### src/rtl/antares_buffered_dport_pkg.sv
// Shared encodings and formatting helpers for the buffered data port.
// The bypass option is selected with the ANTARES_SB_BYPASS_EN macro in the top.
package antares_buffered_dport_pkg;

  typedef enum logic [2:0] {
    ANTARES_DP_IDLE  = 3'd0,
    ANTARES_DP_STORE = 3'd1,
    ANTARES_DP_LOAD  = 3'd2,
    ANTARES_DP_LDONE = 3'd3,
    ANTARES_DP_ACK   = 3'd4
  } dp_state_e;

  typedef enum logic [1:0] {
    ANTARES_SZ_WORD = 2'd0,
    ANTARES_SZ_HALF = 2'd1,
    ANTARES_SZ_BYTE = 2'd2
  } acc_size_e;

  typedef struct packed {
    logic [29:0] addr;
    logic [31:0] data;
    logic [3:0]  mask;
  } sb_entry_t;

  typedef struct packed {
    logic [31:0] data;
    logic [3:0]  mask;
  } st_fmt_t;

  function automatic acc_size_e acc_size(input logic is_byte, input logic is_half);
    if (is_byte)      return ANTARES_SZ_BYTE;
    else if (is_half) return ANTARES_SZ_HALF;
    else              return ANTARES_SZ_WORD;
  endfunction

  function automatic logic misaligned(input acc_size_e sz, input logic [1:0] lo);
    return (sz == ANTARES_SZ_WORD && lo != 2'b00) || (sz == ANTARES_SZ_HALF && lo[0]);
  endfunction

  // Replicate the datum across all lanes; the mask picks the live ones.
  function automatic st_fmt_t fmt_store(input acc_size_e sz, input logic [1:0] lo,
                                        input logic [31:0] d);
    st_fmt_t f;
    case (sz)
      ANTARES_SZ_BYTE: begin f.data = {4{d[7:0]}};  f.mask = 4'b0001 << lo; end
      ANTARES_SZ_HALF: begin f.data = {2{d[15:0]}}; f.mask = lo[1] ? 4'b1100 : 4'b0011; end
      default:         begin f.data = d;            f.mask = 4'b1111; end
    endcase
    return f;
  endfunction

  function automatic logic [31:0] ld_extend(input acc_size_e sz, input logic [1:0] lo,
                                            input logic sgn, input logic [31:0] w);
    logic [7:0]  b;
    logic [15:0] h;
    b = w[{lo, 3'b000} +: 8];
    h = lo[1] ? w[31:16] : w[15:0];
    case (sz)
      ANTARES_SZ_BYTE: return {{24{sgn & b[7]}}, b};
      ANTARES_SZ_HALF: return {{16{sgn & h[15]}}, h};
      default:         return w;
    endcase
  endfunction

endpackage

### src/rtl/antares_buffered_dport_if.sv
// Data-port bus: 4-phase request/ready handshake with byte write enables.
interface antares_buffered_dport_if;
  logic [31:0] dport_address;
  logic [31:0] dport_data_o;
  logic [3:0]  dport_wr;
  logic        dport_enable;
  logic [31:0] dport_data_i;
  logic        dport_ready;
  logic        dport_error;

  modport master (output dport_address, dport_data_o, dport_wr, dport_enable,
                  input  dport_data_i, dport_ready, dport_error);
  modport slave  (input  dport_address, dport_data_o, dport_wr, dport_enable,
                  output dport_data_i, dport_ready, dport_error);
endinterface

### src/rtl/antares_buffered_dport_store_buffer.sv
// Posted-store FIFO: word address, lane-formatted data and byte mask per entry,
// plus a parallel word-address match against all live entries.
module antares_buffered_dport_store_buffer
  import antares_buffered_dport_pkg::*;
#(
  parameter int DEPTH = 4
) (
  input  logic        clk,
  input  logic        rst,
  input  logic        push,
  input  sb_entry_t   push_entry,
  input  logic        pop,
  input  logic [29:0] match_addr,
  output logic        full,
  output logic        empty,
  output sb_entry_t   head,
  output logic        match
);

  localparam int AW = $clog2(DEPTH);

  logic [AW:0]             wr_ptr, rd_ptr;
  logic [DEPTH-1:0]        vld_q;
  sb_entry_t [DEPTH-1:0]   mem_q;
  logic [DEPTH-1:0]        hit;

  assign empty = (wr_ptr == rd_ptr);
  assign full  = (wr_ptr[AW] != rd_ptr[AW]) && (wr_ptr[AW-1:0] == rd_ptr[AW-1:0]);
  assign head  = mem_q[rd_ptr[AW-1:0]];

  // Push after pop so a full-buffer push into the slot being retired stays live.
  always_ff @(posedge clk or negedge rst) begin
    if (!rst) begin
      wr_ptr <= '0;
      rd_ptr <= '0;
      vld_q  <= '0;
    end else begin
      if (pop) begin
        rd_ptr                 <= rd_ptr + 1'b1;
        vld_q[rd_ptr[AW-1:0]]  <= 1'b0;
      end
      if (push) begin
        wr_ptr                 <= wr_ptr + 1'b1;
        vld_q[wr_ptr[AW-1:0]]  <= 1'b1;
      end
    end
  end

  always_ff @(posedge clk) begin
    if (push) mem_q[wr_ptr[AW-1:0]] <= push_entry;
  end

  for (genvar i = 0; i < DEPTH; i++) begin : g_match
    assign hit[i] = vld_q[i] && (mem_q[i].addr == match_addr);
  end

  assign match = |hit;

endmodule

### src/rtl/antares_buffered_dport.sv
// MEM-stage data port with posted store buffer, 4-phase port FSM and bus timeout.
// Define ANTARES_SB_BYPASS_EN to let non-conflicting loads overtake buffered stores.
module antares_buffered_dport
  import antares_buffered_dport_pkg::*;
#(
  parameter int SB_DEPTH       = 4,
  parameter int TIMEOUT_CYCLES = 255
) (
  input  logic        clk,
  input  logic        rst,
  input  logic [31:0] dmem_address,
  input  logic [31:0] dmem_data_i,
  input  logic        dmem_halfword,
  input  logic        dmem_byte,
  input  logic        dmem_read,
  input  logic        dmem_write,
  input  logic        dmem_sign_extend,
  input  logic        exception_ready,
  input  logic        sb_drain,
  output logic [31:0] dmem_data_o,
  output logic        dmem_request_stall,
  output logic        exc_address_l_mem,
  output logic        exc_address_s_mem,
  output logic        exc_bus_error,
  output logic        sb_error,
  output logic        sb_empty,
  antares_buffered_dport_if.master dport
);

  localparam int CW = (TIMEOUT_CYCLES > 0) ? $clog2(TIMEOUT_CYCLES + 1) : 1;

  dp_state_e   state_q, state_d;
  acc_size_e   size;
  st_fmt_t     st_fmt;
  sb_entry_t   sb_head;
  logic        mis, st_ok, ld_ok, ld_go;
  logic        sb_full, sb_buf_empty, sb_match, push, pop;
  logic        port_en, to_hit, bus_done, bus_fail;
  logic [CW-1:0] to_cnt_q;
  logic [31:0] ld_data_q;
  logic        ld_err_q, sb_error_q;

  assign size   = acc_size(dmem_byte, dmem_halfword);
  assign mis    = misaligned(size, dmem_address[1:0]);
  assign st_fmt = fmt_store(size, dmem_address[1:0], dmem_data_i);

  assign exc_address_l_mem = dmem_read  & mis;
  assign exc_address_s_mem = dmem_write & mis;
  assign st_ok = dmem_write & ~mis & ~exception_ready;
  assign ld_ok = dmem_read  & ~mis & ~exception_ready;

  // Timeout masquerades as an error unless ready lands in the same cycle.
  assign to_hit   = (TIMEOUT_CYCLES != 0) && port_en && (to_cnt_q == CW'(TIMEOUT_CYCLES));
  assign bus_done = dport.dport_ready | dport.dport_error | to_hit;
  assign bus_fail = dport.dport_error | (to_hit & ~dport.dport_ready);

  assign pop  = (state_q == ANTARES_DP_STORE) && bus_done;
  assign push = st_ok && (!sb_full || pop);

  antares_buffered_dport_store_buffer #(.DEPTH(SB_DEPTH)) u_sb (
    .clk        (clk),
    .rst        (rst),
    .push       (push),
    .push_entry ('{addr: dmem_address[31:2], data: st_fmt.data, mask: st_fmt.mask}),
    .pop        (pop),
    .match_addr (dmem_address[31:2]),
    .full       (sb_full),
    .empty      (sb_buf_empty),
    .head       (sb_head),
    .match      (sb_match)
  );

`ifdef ANTARES_SB_BYPASS_EN
  assign ld_go = ld_ok && (sb_buf_empty || !sb_match);
`else
  logic sb_match_unused;
  assign sb_match_unused = sb_match;
  assign ld_go = ld_ok && sb_buf_empty;
`endif

  always_ff @(posedge clk or negedge rst) begin
    if (!rst) state_q <= ANTARES_DP_IDLE;
    else      state_q <= state_d;
  end

  always_comb begin
    state_d = state_q;
    unique case (state_q)
      ANTARES_DP_IDLE: begin
        if (ld_go)              state_d = ANTARES_DP_LOAD;
        else if (!sb_buf_empty) state_d = ANTARES_DP_STORE;
      end
      ANTARES_DP_STORE: if (bus_done) state_d = ANTARES_DP_ACK;
      ANTARES_DP_LOAD:  if (bus_done) state_d = ANTARES_DP_LDONE;
      ANTARES_DP_LDONE: state_d = ANTARES_DP_ACK;
      ANTARES_DP_ACK:   state_d = ANTARES_DP_IDLE;
      default:          state_d = ANTARES_DP_IDLE;
    endcase
  end

  always_comb begin
    port_en             = 1'b0;
    dport.dport_wr      = 4'b0000;
    dport.dport_address = dmem_address;
    dport.dport_data_o  = '0;
    exc_bus_error       = 1'b0;
    unique case (state_q)
      ANTARES_DP_STORE: begin
        port_en             = 1'b1;
        dport.dport_wr      = sb_head.mask;
        dport.dport_address = {sb_head.addr, 2'b00};
        dport.dport_data_o  = sb_head.data;
      end
      ANTARES_DP_LOAD:  port_en       = 1'b1;
      ANTARES_DP_LDONE: exc_bus_error = ld_err_q;
      default: ;
    endcase
  end

  assign dport.dport_enable = port_en;

  always_ff @(posedge clk or negedge rst) begin
    if (!rst) begin
      to_cnt_q   <= '0;
      ld_data_q  <= '0;
      ld_err_q   <= 1'b0;
      sb_error_q <= 1'b0;
    end else begin
      if (state_q == ANTARES_DP_IDLE) to_cnt_q <= '0;
      else if (port_en)               to_cnt_q <= to_cnt_q + CW'(1);
      if (state_q == ANTARES_DP_LOAD && bus_done) begin
        ld_err_q  <= bus_fail;
        ld_data_q <= bus_fail ? 32'd0
                              : ld_extend(size, dmem_address[1:0], dmem_sign_extend,
                                          dport.dport_data_i);
      end
      if (pop && bus_fail) sb_error_q <= 1'b1;
    end
  end

  assign dmem_data_o = ld_data_q;
  assign sb_error    = sb_error_q;
  assign sb_empty    = sb_buf_empty && (state_q == ANTARES_DP_IDLE);

  // A load holds the pipeline until its LDONE cycle hands over the result.
  assign dmem_request_stall = (ld_ok && state_q != ANTARES_DP_LDONE)
                            || (st_ok && sb_full && !pop)
                            || (sb_drain && !sb_empty);

endmodule

### src/flat_wrapper.sv
// flat-port wrapper written by rule: the top's interface ports become plain ports
module antares_buffered_dport_flat import antares_buffered_dport_pkg::*;
#(
  parameter int SB_DEPTH       = 4,
  parameter int TIMEOUT_CYCLES = 255
)
  (clk, rst, dmem_address, dmem_data_i, dmem_halfword, dmem_byte, dmem_read, dmem_write, dmem_sign_extend, exception_ready, sb_drain, dmem_data_o, dmem_request_stall, exc_address_l_mem, exc_address_s_mem, exc_bus_error, sb_error, sb_empty, dport_dport_address, dport_dport_data_o, dport_dport_wr, dport_dport_enable, dport_dport_data_i, dport_dport_ready, dport_dport_error);
  antares_buffered_dport_if dport_i ();
  input  logic clk;
  input  logic rst;
  input  logic [31:0] dmem_address;
  input  logic [31:0] dmem_data_i;
  input  logic dmem_halfword;
  input  logic dmem_byte;
  input  logic dmem_read;
  input  logic dmem_write;
  input  logic dmem_sign_extend;
  input  logic exception_ready;
  input  logic sb_drain;
  output logic [31:0] dmem_data_o;
  output logic dmem_request_stall;
  output logic exc_address_l_mem;
  output logic exc_address_s_mem;
  output logic exc_bus_error;
  output logic sb_error;
  output logic sb_empty;
  output wire logic [$bits(dport_i.dport_address)-1:0] dport_dport_address;
  output wire logic [$bits(dport_i.dport_data_o)-1:0] dport_dport_data_o;
  output wire logic [$bits(dport_i.dport_wr)-1:0] dport_dport_wr;
  output wire logic [$bits(dport_i.dport_enable)-1:0] dport_dport_enable;
  input wire logic [$bits(dport_i.dport_data_i)-1:0] dport_dport_data_i;
  input wire logic [$bits(dport_i.dport_ready)-1:0] dport_dport_ready;
  input wire logic [$bits(dport_i.dport_error)-1:0] dport_dport_error;
  assign dport_dport_address = dport_i.dport_address;
  assign dport_dport_data_o = dport_i.dport_data_o;
  assign dport_dport_wr = dport_i.dport_wr;
  assign dport_dport_enable = dport_i.dport_enable;
  assign dport_i.dport_data_i = dport_dport_data_i;
  assign dport_i.dport_ready = dport_dport_ready;
  assign dport_i.dport_error = dport_dport_error;
  antares_buffered_dport #(.SB_DEPTH(SB_DEPTH), .TIMEOUT_CYCLES(TIMEOUT_CYCLES)) u_core (.clk(clk), .rst(rst), .dmem_address(dmem_address), .dmem_data_i(dmem_data_i), .dmem_halfword(dmem_halfword), .dmem_byte(dmem_byte), .dmem_read(dmem_read), .dmem_write(dmem_write), .dmem_sign_extend(dmem_sign_extend), .exception_ready(exception_ready), .sb_drain(sb_drain), .dmem_data_o(dmem_data_o), .dmem_request_stall(dmem_request_stall), .exc_address_l_mem(exc_address_l_mem), .exc_address_s_mem(exc_address_s_mem), .exc_bus_error(exc_bus_error), .sb_error(sb_error), .sb_empty(sb_empty), .dport(dport_i));
endmodule
### config.mk
export PLATFORM = sky130hd
export DESIGN_NAME = antares_buffered_dport_flat
export DESIGN_NICKNAME = d
export VERILOG_FILES = /design/src/rtl/antares_buffered_dport_pkg.sv /design/src/rtl/antares_buffered_dport_if.sv /design/src/rtl/antares_buffered_dport_store_buffer.sv /design/src/rtl/antares_buffered_dport.sv /design/src/flat_wrapper.sv
export SDC_FILE = /design/constraint.sdc
export NUM_CORES = 1
export LEC_CHECK = 0
export CELL_PAD_IN_SITES_DETAIL_PLACEMENT = 1
export CELL_PAD_IN_SITES_GLOBAL_PLACEMENT = 1
export CORE_ASPECT_RATIO = 1.2
export CORE_MARGIN = 2
export CORE_UTILIZATION = 43
export CTS_BUF_LIST = sky130_fd_sc_hd__clkbuf_4
export CTS_CLUSTER_SIZE = 20
export DETAILED_ROUTE_END_ITERATION = 10
export PLACE_DENSITY = 0.87
export SYNTH_ARGS = -nofsm -noshare
export SYNTH_HDL_FRONTEND = slang
export SYNTH_SLANG_ARGS = --single-unit
### constraint.sdc
create_clock -name clk -period 4 [get_ports clk]
set_clock_uncertainty 0.1 [all_clocks]
set_input_delay 0.8 -clock clk [delete_from_list [all_inputs] [get_ports clk]]
set_output_delay 0.8 -clock clk [all_outputs]
set_load 0.005 [all_outputs]
==> results by group, run 1 <==
Run status
  – Status: completed

Critical path
  – Critical Path Sink Type: output port
  – Crit Path Category: flop to output port
  – Reg-to-reg endpoint: u_core.u_sb.mem_q[133]
  – CP Data Arrival Time: 2.88 ns
  – Critical Path Source Type: flop
  – Beginning of the worst register-to-register path: u_core.state_q[1]
  – Worst EP required: 3.10 ns
  – Reg2Reg Depth: 6
  – R2r setup slk: 1.20 ns
  – Crit path max fanout: 10

Cells and area
  – Final net count: 1262
  – Multi-input gate area: 0.00407 mm2
  – # fillers: 3039
  – Register area: 0.00921 mm2
  – Final core utilization: 55.5%
  – Layout cell share with drive strength beyond 1: 22.3%
  – Layout area overhead: 27.8%

Logic synthesis
  – Yosys reg bits: 315
  – Post-Synthesis Net Count: 988
  – Post-synthesis sequential area ratio: 68.0%
  – Syn Area/Cell: 15.5 um2
  – Synth cell types: 48
  – Synth warn: 0
  – Synth Flop Type: edfxtp_1
  – EDFF count, synth: 264
  – Synth Cell Area: 0.0135 mm2
  – Async S/R FF share, synth: 16.2%
  – Mapped Cells: 875

Global route
  – GR met2 Demand/Resource: 38.3%
  – First-pass GRT wire length: 55200 um
  – Gr busiest metal: met2
  – Number of antenna violations at the first check in global routing: 3
  – Largest net degree at the start of global routing: 69
  – Met1 usage: 25.8%
  – Number of global-route vias before repair: 9783
  – Gr ovfl total: 0
  – Total GRT Usage: 22.0%
  – Met3 usage: 7.16%

Die
  – Core area: 0.0312 mm2
  – Die height: 198 um
  – Site row count: 71
  – Initial core utilization: 43.4%
  – Die width: 166 um
  – DIE AREA: 0.0329 mm2
  – Io pins: 214

Place
  – DP Wirelength: 22700 um
  – IO buf count: 213
  – Placer Congestion: 0.799

STA
  – Max-slew violation count: 0
  – RSZ-0062 raised after global routing: false
  – Final setup TNS: 0 ns
  – Final setup viols: 0
  – Worst slew pin tran: 0.994 ns
  – Final min period: 3.78 ns
  – Worst slew margin: 33.8%
  – Final period util: 94.5%
  – Max Clk Rate: 265 MHz
  – Fin. Hold Viols: 0

Clock tree
  – H-tree depth: 3
  – CTS Buf Count: 82
  – Clock Pin Slew Worst Setup and Hold Paths: 0.07 ns
  – CTS tree: done
  – CTS Buffer Depth: 3
  – Clock sink count: 315
  – CTS Hold Bufs: 0
  – Clk root buf: clkbuf_4
  – Worst-Skew Late Latency: 0.68 ns

Job
  – Max Cap Viol: 0

Power and ir drop
  – Power Total: 10.8 mW
  – Leakage power: 6.30 nW
  – Max IR drop VDD: 0.376 mV
  – Cell area power density: 627 mW/mm2

Hold path
  – HP Class: input pin to async pin

Route
  – 1st-iter DRT viols: 592
  – Routed via count: 8640
  – Vias/cell: 5.35
  – Final WL: 35500 um
  – ANT nets after route: 0
  – Number of remaining DRC errors: 0
  – Routed len/inst: 22.0 um
  – Drt first pass iters: 4
-- synthesized netlist by cell type (12+ instances only) --
| cell | instances | share of area (%) |
|---|---|---|
| buf_2 | 15 | 0.55 |
| mux2_2 | 12 | 1.0 |
| clkbuf_1 | 22 | 0.61 |
| and2_1 | 42 | 1.9 |
| mux4_2 | 67 | 11 |
| edfxtp_1 | 264 | 59 |
| dfrtp_1 | 51 | 9.4 |
| o21ai_0 | 25 | 0.92 |
| mux2i_1 | 14 | 1.0 |
| o31ai_2 | 13 | 1.2 |
| a21oi_1 | 12 | 0.44 |
| nor2_1 | 56 | 1.6 |
| nand2_1 | 164 | 4.5 |
| nand3_1 | 13 | 0.48 |
-- cell type report --
type	instances	area share, %
sequential	315	53.3
multi-input combinational	501	23.5
timing repair buffer	242	14.1
clock buffer	118	5.12
tap	401	2.90
clock inverter	29	0.868
inverter	7	0.159
antenna	2	0.0289
-- routing by layer --
layer / part of all wire (%) / routed length [um]
met5: 0.037 / 13
met4: 2.0 / 721
met3: 7.5 / 2650
met2: 51 / 18200
met1: 39 / 13900
-- critical path: stages, from the launching register on --
cell and delay [ns]:
dfrtp_1 0.70, xnor2_4 0.16, nor4_4 0.42, o31a_2 0.28, nor2_1 0.09, o2bb2ai_1 0.12
clkdlybuf4s50_1 0.45
-- sequential cells by signal, indices dropped and copies added, names as in the netlist --
name                count
u_core.sb_error         1
u_core.ld_err_q         1
u_core.u_sb.mem_q     264
u_core.to_cnt_q         8
u_core.state_q          3
u_core.dmem_data_o     32
u_core.u_sb.rd_ptr      3
u_core.u_sb.wr_ptr      3
-- logic make-up (layout without fill, tap and decap cells) --
| logic type | Yosys count | after routing | share of synthesized area, % |
|---|---|---|---|
| other | 0 | 2 | 0 |
| xor gates and xnor gates | 15 | 15 | 1.11 |
| and+or+nand+nor | 304 | 304 | 10.1 |
| muxes | 94 | 94 | 13.3 |
| DFF | 315 | 315 | 68.0 |
| buffers and inverters | 59 | 396 | 2.11 |
| AOI/OAI and AO/OA | 82 | 82 | 4.84 |
| adders and majority gates | 6 | 6 | 0.555 |
-- layout by cell type, fill, tap and decap left out, drive strengths merged, types with 2 or more instances in the layout --
cell           synthesis  routed
nand3                 13      13
mux4                  67      67
clkbuf                22     118
inv                    7       7
clkdlybuf4s50          0     212
o21ai                 25      25
mux2                  13      13
buf                   30      30
edfxtp               264     264
ha                     6       6
nor2                  56      56
diode                  0       2
clkinv                 0      26
a21oi                 12      12
o31ai                 18      18
clkinvlp               0       2
nand4                  3       3
a221oi                 7       7
a22o                   7       7
xor2                   7       7
a31oi                  2       2
mux2i                 14      14
nor2b                  3       3
xnor2                  8       8
o21a                   2       2
and2                  42      42
nor3                   6       6
nand2                165     165
or2                    2       2
and3                   5       5
dfrtp                 51      51
nor3b                  3       3
nand2b                 5       5
-- how the worst max path moves through the flow --
stage | from | to | slack [ns]
global route | u_core.state_q[1] | dmem_request_stall | 0.04
detailed placement | dmem_address[0] | dmem_request_stall | 0.36
floorplan | dmem_address[0] | u_core.u_sb.mem_q[132] | 0.20
global placement | dmem_address[0] | dmem_request_stall | 0.43
finish | u_core.state_q[1] | dmem_request_stall | 0.22
CTS | u_core.u_sb.rd_ptr[0] | dport_dport_data_o[9] | 0.13
-- stage by stage --
step                      hold slack, ns  std cells  cell area, um2  worst slack (ns)
final                              0.184       1615           17300             0.220
after floorplan                    0.365        875           13500             0.197
after global routing               0.179       1614           17300            0.0357
after CTS                          0.121       1613           17300             0.130
after detailed placement           0.373       1465           16200             0.365
after global placement             0.360       1465           16200             0.429
-- power breakdown --
group	switching (mW)	internal [mW]
combinational	1.74	2.09
sequential	0.260	4.02
clock	1.30	1.43
total	3.30	7.54
-- repair_timing --
action                                  4_1_cts  5_1_grt
endpoints found under the setup margin       40        0
gates resized for setup                       1        0
setup buffers                                 1        0
Note: power is estimated with default switching activity, not from simulation.
==> run 2: changes to the inputs <==
Settings changed: SKIP_CTS_REPAIR_TIMING set to 1.
==> run 2 against run 1 <==
Cell count is the same. Maximum frequency is essentially flat. Via count grew 0.38%. Highest routed layer unchanged.
==> results by group, run 2 (synthesis gave the netlist of run 1 again) <==
Run status
  – Status: completed (unchanged)

Cells and area
  – Layout area overhead: 27.8% (unchanged)
  – Layout cell share with drive strength beyond 1: 22.3% (unchanged)
  – Most common cell after layout, fill and taps aside: edfxtp_1 (unchanged)
  – Final std cells w/o fill: 1615 (unchanged)
  – # fillers: 3039 (unchanged)
  – Most frequent cells in the layout: 264 x edfxtp_1, 212 x clkdlybuf4s50_1, 164 x nand2_1 (unchanged)
  – Final net count: 1262 (unchanged)
  – Largest register FFs: 264 (unchanged)
  – Final core utilization: 55.5% (unchanged)

STA
  – Max-slew violation count: 0 (unchanged)
  – Worst slew margin: 33.9% (was 33.8%)
  – Final min period: 3.78 ns (about the same)
  – Fin. Hold Viols: 0 (unchanged)
  – Worst slew pin tran: 0.991 ns (was 0.994 ns)
  – Max Clk Rate: 264 MHz (was 265 MHz)
  – Final period util: 94.6% (was 94.5%)
  – Final setup viols: 0 (unchanged)
  – RSZ-0062 raised after global routing: false (unchanged)

Critical path
  – Reg-to-reg endpoint: u_core.u_sb.mem_q[145] (was u_core.u_sb.mem_q[133])
  – WP buf/inv: 1 (unchanged)
  – Cells along the critical path: xnor2_4 -> nor4_4 -> o31a_2 -> nor2_1 -> o2bb2ai_1 -> clkdlybuf4s50_1 (unchanged)
  – Critical Path Sink Type: output port (unchanged)
  – CP max-delay cell: dfrtp_1 (unchanged)
  – Crit path max fanout: 10 (unchanged)
  – R2r setup slk: 1.19 ns (was 1.20 ns)
  – Worst EP required: 3.10 ns (about the same)
  – CP Data Arrival Time: 2.88 ns (about the same)
  – Cell family with most CP delay: flip-flops (unchanged)
  – Critical Path Source Type: flop (unchanged)
  – Beginning of the worst register-to-register path: u_core.state_q[1] (unchanged)
  – Crit Path Category: flop to output port (unchanged)
  – Max stage delay on crit path: 0.70 ns (about the same)
  – Reg2Reg Depth: 6 (unchanged)

Die
  – DIE AREA: 0.0329 mm2 (unchanged)
  – Core area: 0.0312 mm2 (unchanged)
  – Die width: 166 um (unchanged)
  – Initial core utilization: 43.4% (unchanged)
  – Site row count: 71 (unchanged)
  – Io pins: 214 (unchanged)
  – Die height: 198 um (unchanged)

Route
  – Routed len/inst: 22.1 um (was 22.0 um)
  – Vias/cell: 5.37 (was 5.35)
  – Final WL: 35700 um (was 35500 um)
  – Drt first pass iters: 5 (was 4)
  – 1st-iter DRT viols: 575 (was 592)
  – Routed via count: 8673 (was 8640)
  – Number of remaining DRC errors: 0 (unchanged)
  – ANT nets after route: 0 (unchanged)

Power and ir drop
  – Leakage power: 6.30 nW (unchanged)
  – Max IR drop VDD: 0.376 mV (about the same)
  – Pint: 7.54 mW (about the same)
  – Sw Ratio: 30.5% (about the same)
  – Power Total: 10.8 mW (about the same)
  – Cell area power density: 627 mW/mm2 (about the same)
  – Sw power: 3.31 mW (was 3.30 mW)
  – Part of the power in registers: 39.4% (was 39.5%)
  – Clk pwr share: 25.2% (about the same)
  – Comb pwr share: 35.4% (about the same)

Place
  – Dpl cells: 1465 (unchanged)
  – Placer Congestion: 0.799 (unchanged)
  – DP Wirelength: 22700 um (unchanged)
  – IO buf count: 213 (unchanged)

Job
  – Max Cap Viol: 0 (unchanged)

Global route
  – Number of antenna violations at the first check in global routing: 3 (unchanged)
  – Largest net degree at the start of global routing: 69 (unchanged)
  – Gr ovfl total: 0 (unchanged)
  – Number of global-route vias before repair: 9795 (was 9783)
  – First-pass GRT wire length: 55000 um (was 55200 um)
  – Total GRT Usage: 21.9% (was 22.0%)

Clock tree
  – CTS Buf Count: 82 (unchanged)
  – Clock sink count: 315 (unchanged)
  – CTS tree: done (unchanged)
  – Worst-Skew Late Latency: 0.68 ns (about the same)
  – CTS Buffer Depth: 3 (unchanged)
  – Clk root buf: clkbuf_4 (unchanged)
  – H-tree depth: 3 (unchanged)
  – Clock Pin Slew Worst Setup and Hold Paths: 0.07 ns (about the same)

Hold path
  – HP Class: input pin to async pin (unchanged)
## run 2: worst max path at each step
stage	startpoint	to	slack [ns]	cells past startpoint
3_5_place_dp	dmem_address[0]	dmem_request_stall	0.36	7
5_1_grt	u_core.state_q[1]	dmem_request_stall	0.04	6
4_1_cts	u_core.u_sb.rd_ptr[0]	dport_dport_data_o[9]	-0.09	4
2_1_floorplan	dmem_address[0]	u_core.u_sb.mem_q[132]	0.20	6
6_report	u_core.state_q[1]	dmem_request_stall	0.22	6
3_3_place_gp	dmem_address[0]	dmem_request_stall	0.43	7
## run 2: area by class of cell
class	count	area (um2)	area share, %
Clock inverter	29	150	0.868
Tap cell	401	502	2.90
Inverter	7	27.5	0.159
Clock buffer	118	886	5.12
Timing Repair Buffer	242	2440	14.1
Multi-Input combinational cell	501	4070	23.5
Antenna cell	2	5.00	0.0289
Sequential cell	315	9210	53.3
## run 2: layer usage
layer	vias up	part of all wire, %	global-route usage [%]
met3	61	7.3	7.18
met2	301	51	38.2
met4	2	2.1	7.57
met5	-	0.036	0
li1	3881	-	-
met1	4428	39	25.6
## run 2: per-stage QoR
| step | worst slack [ns] | area [um2] | TNS [ns] | hold slack [ns] |
|---|---|---|---|---|
| after CTS | -0.0891 | 17300 | -1.72 | 0.121 |
| after floorplan | 0.197 | 13500 | 0 | 0.365 |
| after detailed placement | 0.365 | 16200 | 0 | 0.373 |
| after global placement | 0.429 | 16200 | 0 | 0.360 |
| after global routing | 0.0357 | 17300 | 0 | 0.179 |
| final | 0.217 | 17300 | 0 | 0.181 |
## run 2: power groups by stage
stage / clock network [mW] / logic [mW] / registers [mW]
finish: 2.73 / 3.84 / 4.28
CTS: 2.83 / 3.84 / 4.32
global route: 2.99 / 4.16 / 4.33
global placement: 0 / 3.73 / 4.35
detailed placement: 0 / 3.82 / 4.39
floorplan: 0 / 2.07 / 4.23
==> run 3: changes to the inputs <==
Settings changed: CAP_MARGIN set to 10.
==> results of run 3 <==
Final layout, timing and power as in run 2 (identical DEF).
